## config.mk

```make
export PLATFORM = sky130hd
export DESIGN_NAME = pipe_stage
export DESIGN_NICKNAME = d
export VERILOG_FILES = /design/src/rtl/pipe_pkg.sv /design/src/rtl/pipe_stall_cnt.sv /design/src/rtl/pipe_stage.sv
export SDC_FILE = /design/constraint.sdc
export NUM_CORES = 1
export LEC_CHECK = 0
export BUFFER_PORTS_ARGS = -buffer_cell sky130_fd_sc_hd__buf_2
export CORE_ASPECT_RATIO = 0.7
export CORE_UTILIZATION = 42
export DETAILED_ROUTE_END_ITERATION = 8
export GPL_ROUTABILITY_DRIVEN = 0
export PLACE_DENSITY = 0.81
export SLEW_MARGIN = 25
export SYNTH_ARGS = -nofsm -noshare
export SYNTH_HDL_FRONTEND = slang
export SYNTH_SLANG_ARGS = --single-unit
```

## constraint.sdc

```tcl
create_clock -name clk -period 1.4 [get_ports clk]
set_clock_uncertainty 0.05 [all_clocks]
set_input_delay 0.07 -clock clk [delete_from_list [all_inputs] [get_ports clk]]
set_output_delay 0.07 -clock clk [all_outputs]
set_load 0.005 [all_outputs]
```

## src/rtl/pipe_pkg.sv

```systemverilog
// Shared pipeline definitions: default stage widths and the packed payloads
// carried between IF/ID/EX/MEM/WB by pipe_stage instances.
package pipe_pkg;

    localparam int PIPE_DATA_W = 32;
    localparam int PIPE_CNT_W  = 16;

    typedef struct packed {
        logic [31:0] pc;
        logic [31:0] instr;
    } if_id_t;

    typedef struct packed {
        logic [31:0] pc;
        logic [31:0] rs1_val;
        logic [31:0] rs2_val;
        logic [31:0] imm;
        logic [4:0]  rd;
        logic [3:0]  alu_op;
        logic        mem_rd;
        logic        mem_wr;
        logic        reg_wr;
    } id_ex_t;

    typedef struct packed {
        logic [31:0] alu_res;
        logic [31:0] store_val;
        logic [4:0]  rd;
        logic        mem_rd;
        logic        mem_wr;
        logic        reg_wr;
    } ex_mem_t;

    typedef struct packed {
        logic [31:0] wb_val;
        logic [4:0]  rd;
        logic        reg_wr;
    } mem_wb_t;

endpackage

```

## src/rtl/pipe_stall_cnt.sv

```systemverilog
// Saturating stall counter with synchronous clear; clear beats increment.
module pipe_stall_cnt
    import pipe_pkg::*;
#(
    parameter int CNT_W = PIPE_CNT_W
) (
    input  logic             clk,
    input  logic             rst,
    input  logic             inc,
    input  logic             clr,
    output logic [CNT_W-1:0] cnt
);

    always_ff @(posedge clk) begin
        if (rst || clr)
            cnt <= '0;
        else if (inc && cnt != {CNT_W{1'b1}})
            cnt <= cnt + CNT_W'(1);
    end

endmodule

```

## src/rtl/pipe_stage.sv

```systemverilog
// Valid/ready pipeline register with flush and stall counting.
// Define PIPE_STAGE_SKID_EN for a two-entry skid version with registered in_ready.
module pipe_stage
    import pipe_pkg::*;
#(
    parameter int DATA_W = PIPE_DATA_W,
    parameter int CNT_W  = PIPE_CNT_W
) (
    input  logic              clk,
    input  logic              rst,
    input  logic              flush,
    input  logic              in_valid,
    output logic              in_ready,
    input  logic [DATA_W-1:0] in_data,
    output logic              out_valid,
    input  logic              out_ready,
    output logic [DATA_W-1:0] out_data,
    output logic [CNT_W-1:0]  stall_cnt,
    input  logic              stall_clr
);

    logic accept;
    logic pop;

    assign accept = in_valid && in_ready;
    assign pop    = out_valid && out_ready;

`ifdef PIPE_STAGE_SKID_EN
    logic              skid_valid;
    logic [DATA_W-1:0] skid_data;

    // Registered ready: the skid entry absorbs the one payload that can arrive
    // in the cycle downstream stops.
    assign in_ready = !skid_valid;

    always_ff @(posedge clk) begin
        if (rst) begin
            out_valid  <= 1'b0;
            out_data   <= '0;
            skid_valid <= 1'b0;
            skid_data  <= '0;
        end else if (flush) begin
            out_valid  <= 1'b0;
            skid_valid <= 1'b0;
        end else if (!out_valid || pop) begin
            if (skid_valid) begin
                out_valid  <= 1'b1;
                out_data   <= skid_data;
                skid_valid <= 1'b0;
            end else begin
                out_valid <= accept;
                if (accept)
                    out_data <= in_data;
            end
        end else if (accept) begin
            skid_valid <= 1'b1;
            skid_data  <= in_data;
        end
    end
`else
    assign in_ready = !out_valid || out_ready;

    always_ff @(posedge clk) begin
        if (rst) begin
            out_valid <= 1'b0;
            out_data  <= '0;
        end else if (flush) begin
            out_valid <= 1'b0;
        end else if (accept) begin
            out_valid <= 1'b1;
            out_data  <= in_data;
        end else if (pop) begin
            out_valid <= 1'b0;
        end
    end
`endif

    pipe_stall_cnt #(.CNT_W(CNT_W)) u_stall_cnt (
        .clk (clk),
        .rst (rst),
        .inc (out_valid && !out_ready),
        .clr (stall_clr),
        .cnt (stall_cnt)
    );

endmodule

```

==> summary.txt <==
# port buffers -> 87
# nets final -> 451
filler-free cell count of the finished design -> 468
Clock Sinks -> 49
Post-Place Cells -> 421
Seq/Total Area, Yosys -> 48.7%
total count of hold-check failures in the final report -> 0
max_cap viols -> 0
die footprint -> 0.00508 mm²
share of flip-flops with an asynchronous set or reset -> 0%
result of the run -> finished with violations
Psw -> 0.647 mW
post-route DRC violation count -> 4
part of the power in registers -> 54.6%
Hold/Removal Path Class -> input port to flip-flop
detail-routed via count per cell -> 5.20
timing-limited maximum frequency -> 658 MHz
antenna-violating nets left -> 0
net count after synthesis -> 291
count of flip-flops with a built-in enable after synthesis -> 0
Max Slew Vio Count -> 0
Layout area overhead -> 71.3%
CP Capture Point -> u_stall_cnt.cnt[14]$_SDFFE_PP0P_
detailed-route via count -> 2,432
required time at the endpoint of the critical path -> 1.58 ns
Site Rows -> 20
Reg2Reg Depth -> 4
final antenna diode count -> 0
Primary FF master, synth -> dfxtp_1
number of synthesized register bits -> 49
global-route wire length before repair -> 10.4 mm
HPWL Detailed -> 4.14 mm
total negative setup slack -> -0.510 ns
placeable core region -> 0.00448 mm²
Max VDD drop -> 680 µV
clock-pin transition on the worst setup and hold timing paths -> 0.09 ns
TritonCTS clock tree -> done
GRT Total Usage -> 26.2%
Critical path origin -> u_stall_cnt.cnt[7]$_SDFFE_PP0P_
width of the chip -> 84.8 µm
Register-to-Register Setup Slack -> -0.12 ns
transition time at the pin with the least slew margin -> 0.308 ns
post-synthesis cell count -> 252
violations in the final reports -> DRC, setup timing
kind of end point of the critical path -> flip-flop
Tcrit/Tclk final -> 109%
total standard cell area after synthesis -> 0.00201 mm²
Cell Pwr Density -> 774 mW/mm²
largest net degree at the start of global routing -> 33
tightest hold margin -> 0.00910 ns
switching power as a share of total power -> 24.2%
sum of routed wire length over all layers -> 6.87 mm
Max Root-Sink Buffers -> 2
crit start category -> flip-flop
Final WS setup -> -0.119 ns
root cell of the clock tree -> clkbuf_8
H-tree levels -> 2
worst flop-to-flop path startpoint -> u_stall_cnt.cnt[7]$_SDFFE_PP0P_
start-to-end type of the worst setup path -> flip-flop to flip-flop
number of antenna violations at the first check in global routing -> 0
worst max-slew margin expressed relative to the limit -> 79.2%
worst-case setup slack after placement -> -0.130 ns
y dimension of the die -> 59.9 µm
first-pass iteration count of the detailed router -> 9
gr ovfl total -> 0
number of global-route vias before repair -> 2,301
part of the total power dissipated in combinational logic -> 12.6%
setup repair after global routing missed its margin -> true
arrival time reported for the critical path endpoint -> 1.70 ns
number of unique standard cell types used by synthesis -> 38
cell leakage power -> 1.57 nW
number of top-level pins -> 88
Internal Power -> 2.02 mW
mean post-synth cell area -> 7.99 µm²
Clock Power Share -> 32.8%
number of warnings printed during yosys synthesis -> 0
total clock buffers created by CTS -> 5
r2r endpoint -> u_stall_cnt.cnt[14]$_SDFFE_PP0P_
Final Setup Violations -> 17
Skew-Pair Late Insertion Delay -> 0.30 ns
fin crit period -> 1.52 ns
maximum fanout along the worst path -> 4
per-cell routed wire length -> 14.7 µm
Starting DRT DRC Count -> 169
Initial Util -> 44.9%
fraction of final layout cells with drive strength greater than 1 -> 45.0%
## how the worst min path moves through the flow
stage	endpoint	slack [ns]	depth (start not counted)	startpoint
global placement	out_valid$_SDFFE_PP0P_	0.23	2	flush
finish	out_valid$_SDFFE_PP0P_	0.009	3	in_valid
detailed placement	out_valid$_SDFFE_PP0P_	0.24	2	flush
CTS	out_valid$_SDFFE_PP0P_	0.009	3	in_valid
global route	out_valid$_SDFFE_PP0P_	0.06	3	in_valid
floorplan	out_valid$_SDFFE_PP0P_	0.1	1	flush
## cells by family (layout without fill, tap and decap cells)
group / count (synthesis) / count (layout) / share of synthesized area, %
AND/OR/NAND/NOR: 123 / 123 / 27.8
AO/OA/AOI/OAI: 58 / 58 / 16.5
flip-flops: 49 / 49 / 48.7
buffers and inverters: 16 / 177 / 3.85
multiplexers: 5 / 5 / 2.49
adder cells (fa/ha/maj): 1 / 1 / 0.621
## stage by stage
step / total power, mW / utilization, % / area (µm²)
floorplan: 1.60 / - / 2050
global placement: 1.74 / 62.9 / 2820
detailed placement: 1.75 / 62.9 / 2820
CTS: 2.67 / 74.1 / 3320
global route: 2.79 / 77.0 / 3450
finish: 2.67 / 77.0 / 3450
## worst max-delay path: stages, from the launching register on
cell and delay, ns:
dfxtp_2 0.36, and4_4 0.30, nand2_4 0.08, or4_4 0.50
a21oi_2 0.16
## placed cells by master, fill, tap and decap left out, drive strengths merged, types with 2 or more instances in the layout
cell / synthesis / layout
buf: 8 / 134
nand2: 81 / 81
dfxtp: 49 / 49
a21oi: 41 / 41
dlygate4sd3: 0 / 33
nand3: 10 / 10
clkbuf: 6 / 6
or3: 6 / 6
mux2i: 5 / 5
nor2: 5 / 5
o21ai: 5 / 5
nor3: 5 / 5
or4: 3 / 3
nand4: 3 / 3
a211oi: 3 / 3
inv: 2 / 2
o31ai: 2 / 2
o41ai: 2 / 2
and2: 2 / 2
o311ai: 2 / 2
clkinv: 0 / 2
## synth_stat cells, types with 2 or more instances
cell type	n	area [µm²]
clkbuf_1	6	22.5
a21oi_1	40	200
buf_2	5	25.0
or4_1	3	22.5
o21ai_0	5	25.0
o311ai_0	2	17.5
nand3_1	10	50.1
dfxtp_1	49	981
mux2i_1	5	50.1
nor2_1	5	18.8
nor3_1	5	25.0
inv_1	2	7.51
o31ai_1	2	15.0
a211oi_1	3	22.5
o41ai_1	2	17.5
nand4_1	3	18.8
nand2_1	79	297
and2_1	2	12.5
or3_1	5	31.3
## flip-flops by register name, indices dropped and copies added (netlist names)
name	count
out_data	32
out_valid	1
u_stall_cnt.cnt	16
## per-layer routing
metal	part of all wire, %	global-route usage (%)
met5	0	0
met4	1.4	8.23
met3	7.1	6.35
met2	49	44.3
met1	42	33.8
## power groups by stage
| stage | Clock (mW) | Sequential, mW | Combinational [mW] |
|---|---|---|---|
| floorplan | 0 | 1.50 | 0.108 |
| global placement | 0 | 1.49 | 0.249 |
| detailed placement | 0 | 1.49 | 0.255 |
| CTS | 0.883 | 1.46 | 0.326 |
| global route | 0.962 | 1.46 | 0.369 |
| finish | 0.875 | 1.46 | 0.337 |
## final cells by class
| class | count | area [µm²] |
|---|---|---|
| Clock buffer | 6 | 82.6 |
| Inverter | 2 | 7.51 |
| Sequential cell | 49 | 996 |
| Clock inverter | 2 | 13.8 |
| Fill cell | 314 | 1030 |
| Tap cell | 55 | 68.8 |
| Multi-Input combinational cell | 187 | 1130 |
| Timing Repair Buffer | 167 | 1150 |
## repair_timing
| action | 4_1_cts | 5_1_grt |
|---|---|---|
| pin swaps | 4 | 12 |
| resized for setup | 11 | 28 |
| hold buffers | 33 | 0 |
| endpoints found under the setup margin | 20 | 47 |
| buffers inserted | 5 | 1 |
| cloned | 0 | 0 |
| hold endpoints to repair | 33 | 0 |
No activity file was read; power rests on OpenSTA's default activity.
